--- src/rtl/memory_arbiter_if.sv ---
// Shared memory port arbitration bundle.
// Requests flow to the arbiter; grants and status flow back.
interface memory_arbiter_if #(
    parameter int n_req     = 5,
    parameter int n_req_log = 3
);
    logic [n_req-1:0]     i_Request;
    logic [n_req-1:0]     o_Grant;
    logic [n_req_log-1:0] o_Owner;
    logic                 o_Bus_Busy;
    logic                 o_Timeout;

    modport master (
        output i_Request,
        input  o_Grant,
        input  o_Owner,
        input  o_Bus_Busy,
        input  o_Timeout
    );

    modport slave (
        input  i_Request,
        output o_Grant,
        output o_Owner,
        output o_Bus_Busy,
        output o_Timeout
    );
endinterface

--- src/rtl/memory_arbiter.sv ---
// Round-robin owner selection for the single shared memory port,
// with a dead cycle between owners and a hold-time watchdog.
module memory_arbiter #(
    parameter int n_req      = 5,
    parameter int n_req_log  = 3,
    parameter int max_hold   = 64,
    parameter int hold_width = 7
) (
    input  logic            i_Clock,
    input  logic            i_Reset,
    memory_arbiter_if.slave bus
);

    typedef enum logic [1:0] {
        s_Idle,
        s_Granted,
        s_Handover
    } state_t;

    localparam logic [n_req_log-1:0] c_Last_Init =
        n_req_log'(n_req - 1);
    localparam logic [n_req-1:0] c_One = n_req'(1);
    localparam bit c_Wd_On = (max_hold != 0);
    localparam logic [hold_width-1:0] c_Hold_Max =
        hold_width'(max_hold);
    localparam logic [hold_width-1:0] c_Hold_Lim =
        c_Wd_On ? hold_width'(max_hold - 1) : '0;

    state_t               r_State;
    logic [n_req-1:0]     r_Grant;
    logic [n_req_log-1:0] r_Owner;
    logic [n_req_log-1:0] r_Last;
    logic [hold_width-1:0] r_Hold;
    logic                 r_Busy;
    logic                 r_Timeout;

    logic [n_req_log-1:0] v_Idx;
    logic [n_req_log-1:0] w_Winner;
    logic                 w_Found;
    logic                 w_Owner_Req;
    logic                 w_Expire;

    // First requester at or after the one following the last owner
    always_comb begin
        w_Found  = 1'b0;
        w_Winner = '0;
        v_Idx    = '0;
        for (int i = 1; i <= n_req; i++) begin
            v_Idx = n_req_log'((int'(r_Last) + i) % n_req);
            if (!w_Found && bus.i_Request[v_Idx]) begin
                w_Found  = 1'b1;
                w_Winner = v_Idx;
            end
        end
    end

    assign w_Owner_Req = bus.i_Request[r_Owner];
    assign w_Expire    = c_Wd_On && (r_Hold == c_Hold_Lim);

    // Ownership FSM; all outputs are registered here
    always_ff @(posedge i_Clock or negedge i_Reset) begin
        if (!i_Reset) begin
            r_State   <= s_Idle;
            r_Grant   <= '0;
            r_Owner   <= '0;
            r_Last    <= c_Last_Init;
            r_Hold    <= '0;
            r_Busy    <= 1'b0;
            r_Timeout <= 1'b0;
        end else begin
            r_Timeout <= 1'b0;
            case (r_State)
                s_Idle: begin
                    if (w_Found) begin
                        r_Grant <= c_One << w_Winner;
                        r_Owner <= w_Winner;
                        r_Last  <= w_Winner;
                        r_Hold  <= '0;
                        r_Busy  <= 1'b1;
                        r_State <= s_Granted;
                    end
                end
                s_Granted: begin
                    if (r_Hold != c_Hold_Max) begin
                        r_Hold <= r_Hold + hold_width'(1);
                    end
                    if (!w_Owner_Req) begin
                        r_Grant <= '0;
                        r_Busy  <= 1'b0;
                        r_State <= s_Handover;
                    end else if (w_Expire) begin
                        r_Grant   <= '0;
                        r_Busy    <= 1'b0;
                        r_Timeout <= 1'b1;
                        r_State   <= s_Handover;
                    end
                end
                s_Handover: begin
                    r_State <= s_Idle;
                end
                default: begin
                    r_State <= s_Idle;
                    r_Grant <= '0;
                    r_Busy  <= 1'b0;
                end
            endcase
        end
    end

    assign bus.o_Grant    = r_Grant;
    assign bus.o_Owner    = r_Owner;
    assign bus.o_Bus_Busy = r_Busy;
    assign bus.o_Timeout  = r_Timeout;

endmodule

--- src/flat_wrapper.sv ---
// flat-port wrapper written by rule: the top's interface ports become plain ports
module memory_arbiter_flat 
#(
    parameter int n_req      = 5,
    parameter int n_req_log  = 3,
    parameter int max_hold   = 64,
    parameter int hold_width = 7
)
  (i_Clock, i_Reset, bus_i_Request, bus_o_Grant, bus_o_Owner, bus_o_Bus_Busy, bus_o_Timeout);
  memory_arbiter_if #(.n_req(n_req), .n_req_log(n_req_log)) bus_i ();
  input  logic i_Clock;
  input  logic i_Reset;
  input wire logic [$bits(bus_i.i_Request)-1:0] bus_i_Request;
  output wire logic [$bits(bus_i.o_Grant)-1:0] bus_o_Grant;
  output wire logic [$bits(bus_i.o_Owner)-1:0] bus_o_Owner;
  output wire logic [$bits(bus_i.o_Bus_Busy)-1:0] bus_o_Bus_Busy;
  output wire logic [$bits(bus_i.o_Timeout)-1:0] bus_o_Timeout;
  assign bus_i.i_Request = bus_i_Request;
  assign bus_o_Grant = bus_i.o_Grant;
  assign bus_o_Owner = bus_i.o_Owner;
  assign bus_o_Bus_Busy = bus_i.o_Bus_Busy;
  assign bus_o_Timeout = bus_i.o_Timeout;
  memory_arbiter #(.n_req(n_req), .n_req_log(n_req_log), .max_hold(max_hold), .hold_width(hold_width)) u_core (.i_Clock(i_Clock), .i_Reset(i_Reset), .bus(bus_i));
endmodule
--- config.mk ---
export PLATFORM = sky130hd
export DESIGN_NAME = memory_arbiter_flat
export DESIGN_NICKNAME = d
export VERILOG_FILES = /design/src/rtl/memory_arbiter_if.sv /design/src/rtl/memory_arbiter.sv /design/src/flat_wrapper.sv
export SDC_FILE = /design/constraint.sdc
export NUM_CORES = 1
export LEC_CHECK = 0
export CORE_UTILIZATION = 49
export CTS_CLUSTER_DIAMETER = 150
export CTS_CLUSTER_SIZE = 25
export DETAILED_ROUTE_END_ITERATION = 7
export PLACE_DENSITY_LB_ADDON = 0.2
export SLEW_MARGIN = 15
export SYNTH_ARGS = -nofsm -noshare
export SYNTH_HDL_FRONTEND = slang
export SYNTH_SLANG_ARGS = --single-unit
--- constraint.sdc ---
create_clock -name i_Clock -period 7 [get_ports i_Clock]
set_input_delay 1.75 -clock i_Clock [delete_from_list [all_inputs] [get_ports i_Clock]]
set_output_delay 1.75 -clock i_Clock [all_outputs]
set_load 0.01 [all_outputs]
==> results of run 1 <==
==> kinds of logic after synthesis <==
family	count (synthesis)	synth area share
mux	14	0.0618
buf+inv	43	0.0681
simple gates	131	0.244
compound gates	109	0.294
fa+ha+maj	28	0.118
xor+xnor	12	0.0444
flops	20	0.170
==> layer usage <==
metal	routed length (µm)	part of all wire	vias to the layer above	global-route usage
met1	3460	0.48	1296	0.348
met3	399	0.056	5	0.0389
met2	3300	0.46	90	0.392
met4	36	0.0050	0	0.0455
met5	0	0	-	0
li1	-	-	1340	-
==> critical path: stages, from the launching register on <==
cell       delay [ns]
dfrtp_1          0.65
inv_1            0.30
ha_1             0.67
inv_1            0.21
ha_1             0.27
or3b_2           0.45
o22ai_1          0.20
or2_1            0.21
ha_1             0.21
nand2b_1         0.08
o2111ai_1        0.12
o211ai_2         0.21
mux2i_1          0.23
or2_2            0.18
a21boi_1         0.10
and3_4           0.23
a211oi_4         0.60
inv_1            0.22
o32ai_1          0.31
==> through the flow <==
step	area, µm²	hold slack [ns]	instances	setup slack, ns	utilization
after detailed placement	3110	0.471	429	1.48	0.548
after global routing	3170	0.501	433	0.972	0.558
after global placement	3110	0.465	429	1.75	0.548
final	3170	0.481	433	1.44	0.558
after CTS	3170	0.488	433	1.46	0.558
after floorplan	2960	0.476	357	2.09	-
==> registers in the layout (all words and copies together), names as in the netlist <==
register               count
u_core.r_Last              3
u_core.r_State             2
u_core.bus.o_Timeout       1
u_core.r_Hold              7
u_core.bus.o_Grant         5
u_core.bus.o_Bus_Busy      1
u_core.bus.o_Owner         1
==> final cells by class <==
class                   count  area share
flip-flops and latches     20       0.158
well taps                  72      0.0285
clock buffers               4      0.0174
inverters                  26      0.0308
repair buffers             17      0.0530
multi-input cells         294       0.712
==> final timing paths <==
check | to | slack [ns] | startpoint | cells past startpoint
max | u_core.bus.o_Grant[3] | 1.44 | u_core.r_Last[1] | 18
min | u_core.bus.o_Bus_Busy | 0.48 | u_core.bus.o_Bus_Busy | 1
max reg2reg | u_core.bus.o_Grant[3] | 1.44 | u_core.r_Last[1] | 18
min reg2reg | u_core.bus.o_Bus_Busy | 0.48 | u_core.bus.o_Bus_Busy | 1
max in group asynchronous | u_core.r_Last[0] | 4.46 | i_Reset | 1
min in group asynchronous | u_core.r_Hold[0] | 1.99 | i_Reset | 1
==> cells in the final DEF (no fill, tap or decap), drive strengths merged, types with 6 or more instances in the layout <==
cell	Yosys	layout
clkdlybuf4s50	0	16
dfrtp	19	19
a211oi	6	6
o211ai	7	7
and2	9	9
inv	26	26
nor2b	11	11
nand2	24	24
mux2i	7	7
nand2b	10	10
nor2	29	29
or2	6	6
o21ai	18	18
a21oi	18	18
o22ai	7	7
ha	28	28
a31oi	6	6
nand3	7	7
xnor2	9	9
==> reports/results.tsv, run 1 <==
metric	value	unit
die_area	0.00635	mm²
worst-endpoint-arrival	5.71	ns
fin_skew	0.00431	ns
relSlewSlack	0.406	
route.detailed.drc	0	
start_util	0.521	
netlist_top_cells_count	29 x nor2_1, 28 x ha_1, 24 x inv_1, 24 x nand2_1, 19 x dfrtp_1	
synth_area_leader_cell	dfrtp_1	
track_usage	0.245	
fmax	180	MHz
yosys.area.top_type_share	0.161	
synth-edff-count	0	
cp-start-kind	flip-flop	
portBuffers	16	
ys_seq_elements	20	
grt_pass1_vias	2606	
cts_tree	done	
setup_viol	0	
num_rows	27	
grt_max_degree	43	
netlist_area	0.00296	mm²
synth.area.top_cells	dfrtp_1 16%, ha_1 12%, nor2_1 3.7%	
syn_nets	392	
wl_per_cell	16.6	µm
cts_sinks	20	
fillerInstances	520	
worst_pin_slew	0.888	ns
fp.coreArea	0.00568	mm²
critPathCaptureType	flip-flop	
root_buffer	clkbuf_8	
cts.htree.levels	1	
die_h	79.7	µm
drv_slew	0	
cp_max_fo	17	
vias	2731	
fin_tns_setup	0	ns
timing_worst_setup_path_type	flip-flop to flip-flop	
avgSynthCellArea	8.28	µm²
nNetsFinal	397	
drt-pass1-iter-count	4	
vias_per_cell	6.31	
rsz0062_at_grt	no	
clk_latency	0.26	ns
synth_most_common_cell	nor2_1	
cp.required	7.16	ns
gr-total-overflow	0	
dieWidth	79.7	µm
wl	7190	µm
post_cts_resized	0	
async_flop_share	1.00	
hold_viol	0	
syn2layout_area_growth	7.07	%
seq_area	502	µm²
synth.yosys.seq_area_share	0.170	
ys_types	83	
antenna_found_initial	0	
numCtsBuffers	3	
yosysWarnings	0	
cap_viol_max_count	0	
dp_hpwl	5350	µm
clkTransAtPathRegs	0.07	ns
gp_congestion	0.881	
ctsHoldBuffers	0	
multi_input_area	0.00225	mm²
ioPinCount	17	
postCtsSetupRepairBufs	0	
syn_inst	357	
status	completed	
ant_nets	0	
drt_iter0_markers	128	
antenna_cells	0	
synth_ff_type	dfrtp_1	
cts_buffer_depth	2	
period_needed	5.56	ns
worstHoldPathType	flip-flop to flip-flop	
grt_pass1_wl	12300	µm
fin_crit_sh	0.794	
drive_gt1_frac	0.111	
Power of run 1 is not shown: default switching activity piles up to over one toggle a cycle in this logic, so the estimate is an artifact.
==> inputs of run 2 (changes only) <==
Clock period 7 ns to 5.6 ns, I/O delays scaled along.
==> run 2 against run 1 <==
  * Via count down 0.22%
  * Worst setup slack worse by 0.90 ns
  * Cell count is 1.2% higher
  * Wire length down 3.2%
  * Maximum frequency is 9.9% higher
  * Die area unchanged
  * Global-route usage decreased by 1.3 points
  * Count of clock-buffer cells in the layout unchanged
  * Non-clock buffer count increased by 5
  * Sequential cell count unchanged
==> reports/results.tsv, run 2 (same netlist as run 1, synthesis figures left out) <==
metric	value	unit	change
final_common_cell	nor2_1		
postCtsSetupRepairBufs	0		unchanged
antenna_cells	0		unchanged
worst-endpoint-arrival	5.24	ns	-0.47 ns
crit_buf_inv	0		-3
largest_reg_flops	7		unchanged
ctsHoldBuffers	0		unchanged
hold_viol	0		unchanged
drive_gt1_frac	0.120		+0.00942
status	completed		
clk_latency	0.25	ns	about the same
cp_cell_sequence	ha_1, xor2_4, ha_1, nor4b_1, or4_1, and2_1, ha_1, nor2b_1, nor3_1, a211oi_2, mux2_2, a32oi_4, nand3_1, o311a_1, o21ai_0, a22o_2, a32o_1		
ant_nets	0		unchanged
top_register	u_core.r_Hold		
slowest_stage	ha_1		
fin_hold_ws	0.487	ns	+0.00612 ns
worstHoldPathType	flip-flop to flip-flop		
numCtsBuffers	3		unchanged
start_util	0.521		unchanged
rsz0062_at_grt	no		
cts_tree	done		
cts_sinks	20		unchanged
die_h	79.7	µm	unchanged
drt-pass1-iter-count	4		unchanged
dp_hpwl	5450	µm	+1.8%
cap_viol_max_count	0		unchanged
syn2layout_area_growth	8.00	%	
nNetsFinal	402		+1.3%
drv_slew	0		unchanged
vias_per_cell	6.22		-1.4%
cp_common_cell	ha_1		
hp-start	u_core.bus.o_Bus_Busy		
dieWidth	79.7	µm	unchanged
grt_max_degree	30		-30%
wl	6960	µm	-3.2%
postLayoutCellArea	0.00319	mm²	+0.87%
cp-start-kind	flip-flop		
fmax	198	MHz	+9.9%
worst_pin_slew	0.876	ns	-0.0112 ns
cts_buffer_depth	2		unchanged
cp.required	5.79	ns	-1.37 ns
setup_viol	0		unchanged
period_needed	5.05	ns	-0.502 ns
fillerInstances	529		+1.7%
cts.htree.levels	1		unchanged
critPathCaptureType	flip-flop		
fin_crit_sh	0.902		+0.109
root_buffer	clkbuf_8		
wl_per_cell	15.9	µm	-4.3%
portBuffers	16		unchanged
track_usage	0.232		-0.0132
fin_tns_setup	0	ns	unchanged
fp.coreArea	0.00568	mm²	unchanged
critPathTopFamily	compound AO/OA/AOI/OAI gates		
cpPeakStageDelay	0.55	ns	-0.12 ns
grt_pass1_vias	2427		-6.9%
post_cts_resized	0		unchanged
antenna_found_initial	0		unchanged
gr-total-overflow	0		unchanged
r2r-start	u_core.r_Last[1]		
fin_skew	0.00401	ns	-0.000298 ns
num_rows	27		unchanged
relSlewSlack	0.414		+0.00748
route.detailed.drc	0		unchanged
cp_max_fo	10		-7
mostFrequentLayoutCells	29 x nor2_1, 28 x ha_1, 24 x inv_1, 24 x nand2_1, 19 x dfrtp_1		
die_area	0.00635	mm²	unchanged
clkTransAtPathRegs	0.07	ns	about the same
grt_pass1_wl	11700	µm	-5.4%
critPathLaunch	u_core.r_Last[1]		
gp_congestion	0.921		+4.6%
ioPinCount	17		unchanged
vias	2725		-0.22%
drt_iter0_markers	152		+19%
placed_area	0.00315	mm²	+1.2%
timing_worst_setup_path_type	flip-flop to flip-flop		
-- run 2: changes by cell type in the layout (fill, tap and decap cells not counted), sizes merged --
| cell | change |
|---|---|
| buf | +5 |
-- run 2: worst paths after layout --
check	slack, ns	endpoint	depth (start not counted)
hold reg to reg	0.49	u_core.bus.o_Bus_Busy	1
min in group asynchronous	1.64	u_core.r_Hold[3]	1
setup reg to reg	0.55	u_core.bus.o_Grant[1]	17
hold / removal	0.49	u_core.bus.o_Bus_Busy	1
setup / recovery	0.55	u_core.bus.o_Grant[1]	17
max in group asynchronous	3.42	u_core.r_Last[0]	1
-- run 2: layer usage --
metal	share of wire	GRT usage
met1	0.47	0.327
met2	0.47	0.387
met3	0.060	0.0229
met4	0.0088	0.0364
met5	0	0
-- run 2: cell type report --
cell class / instances / area [µm²] / share of cell area
inverters: 26 / 97.6 / 0.0306
well taps: 72 / 90.1 / 0.0282
multi-input cells: 294 / 2250 / 0.706
flip-flops and latches: 20 / 502 / 0.157
repair buffers: 22 / 205 / 0.0643
clock buffers: 4 / 45.0 / 0.0141
-- run 2: per-stage QoR --
| stage | setup WS (ns) | utilization | std cells |
|---|---|---|---|
| 5_1_grt | 0.249 | 0.563 | 438 |
| 3_3_place_gp | 0.751 | 0.555 | 434 |
| 4_1_cts | 0.540 | 0.563 | 438 |
| 2_1_floorplan | 0.689 | - | 357 |
| 3_5_place_dp | 0.564 | 0.555 | 434 |
| 6_report | 0.546 | 0.563 | 438 |
Power of run 2 is left out for the same reason.
==> inputs of run 3 (changes only) <==
Settings changed: GPL_ROUTABILITY_DRIVEN from default to 0.
==> results of run 3 <==
No change in the layout: final DEF, timing and power equal those of run 2.
Power of run 3 is left out for the same reason.
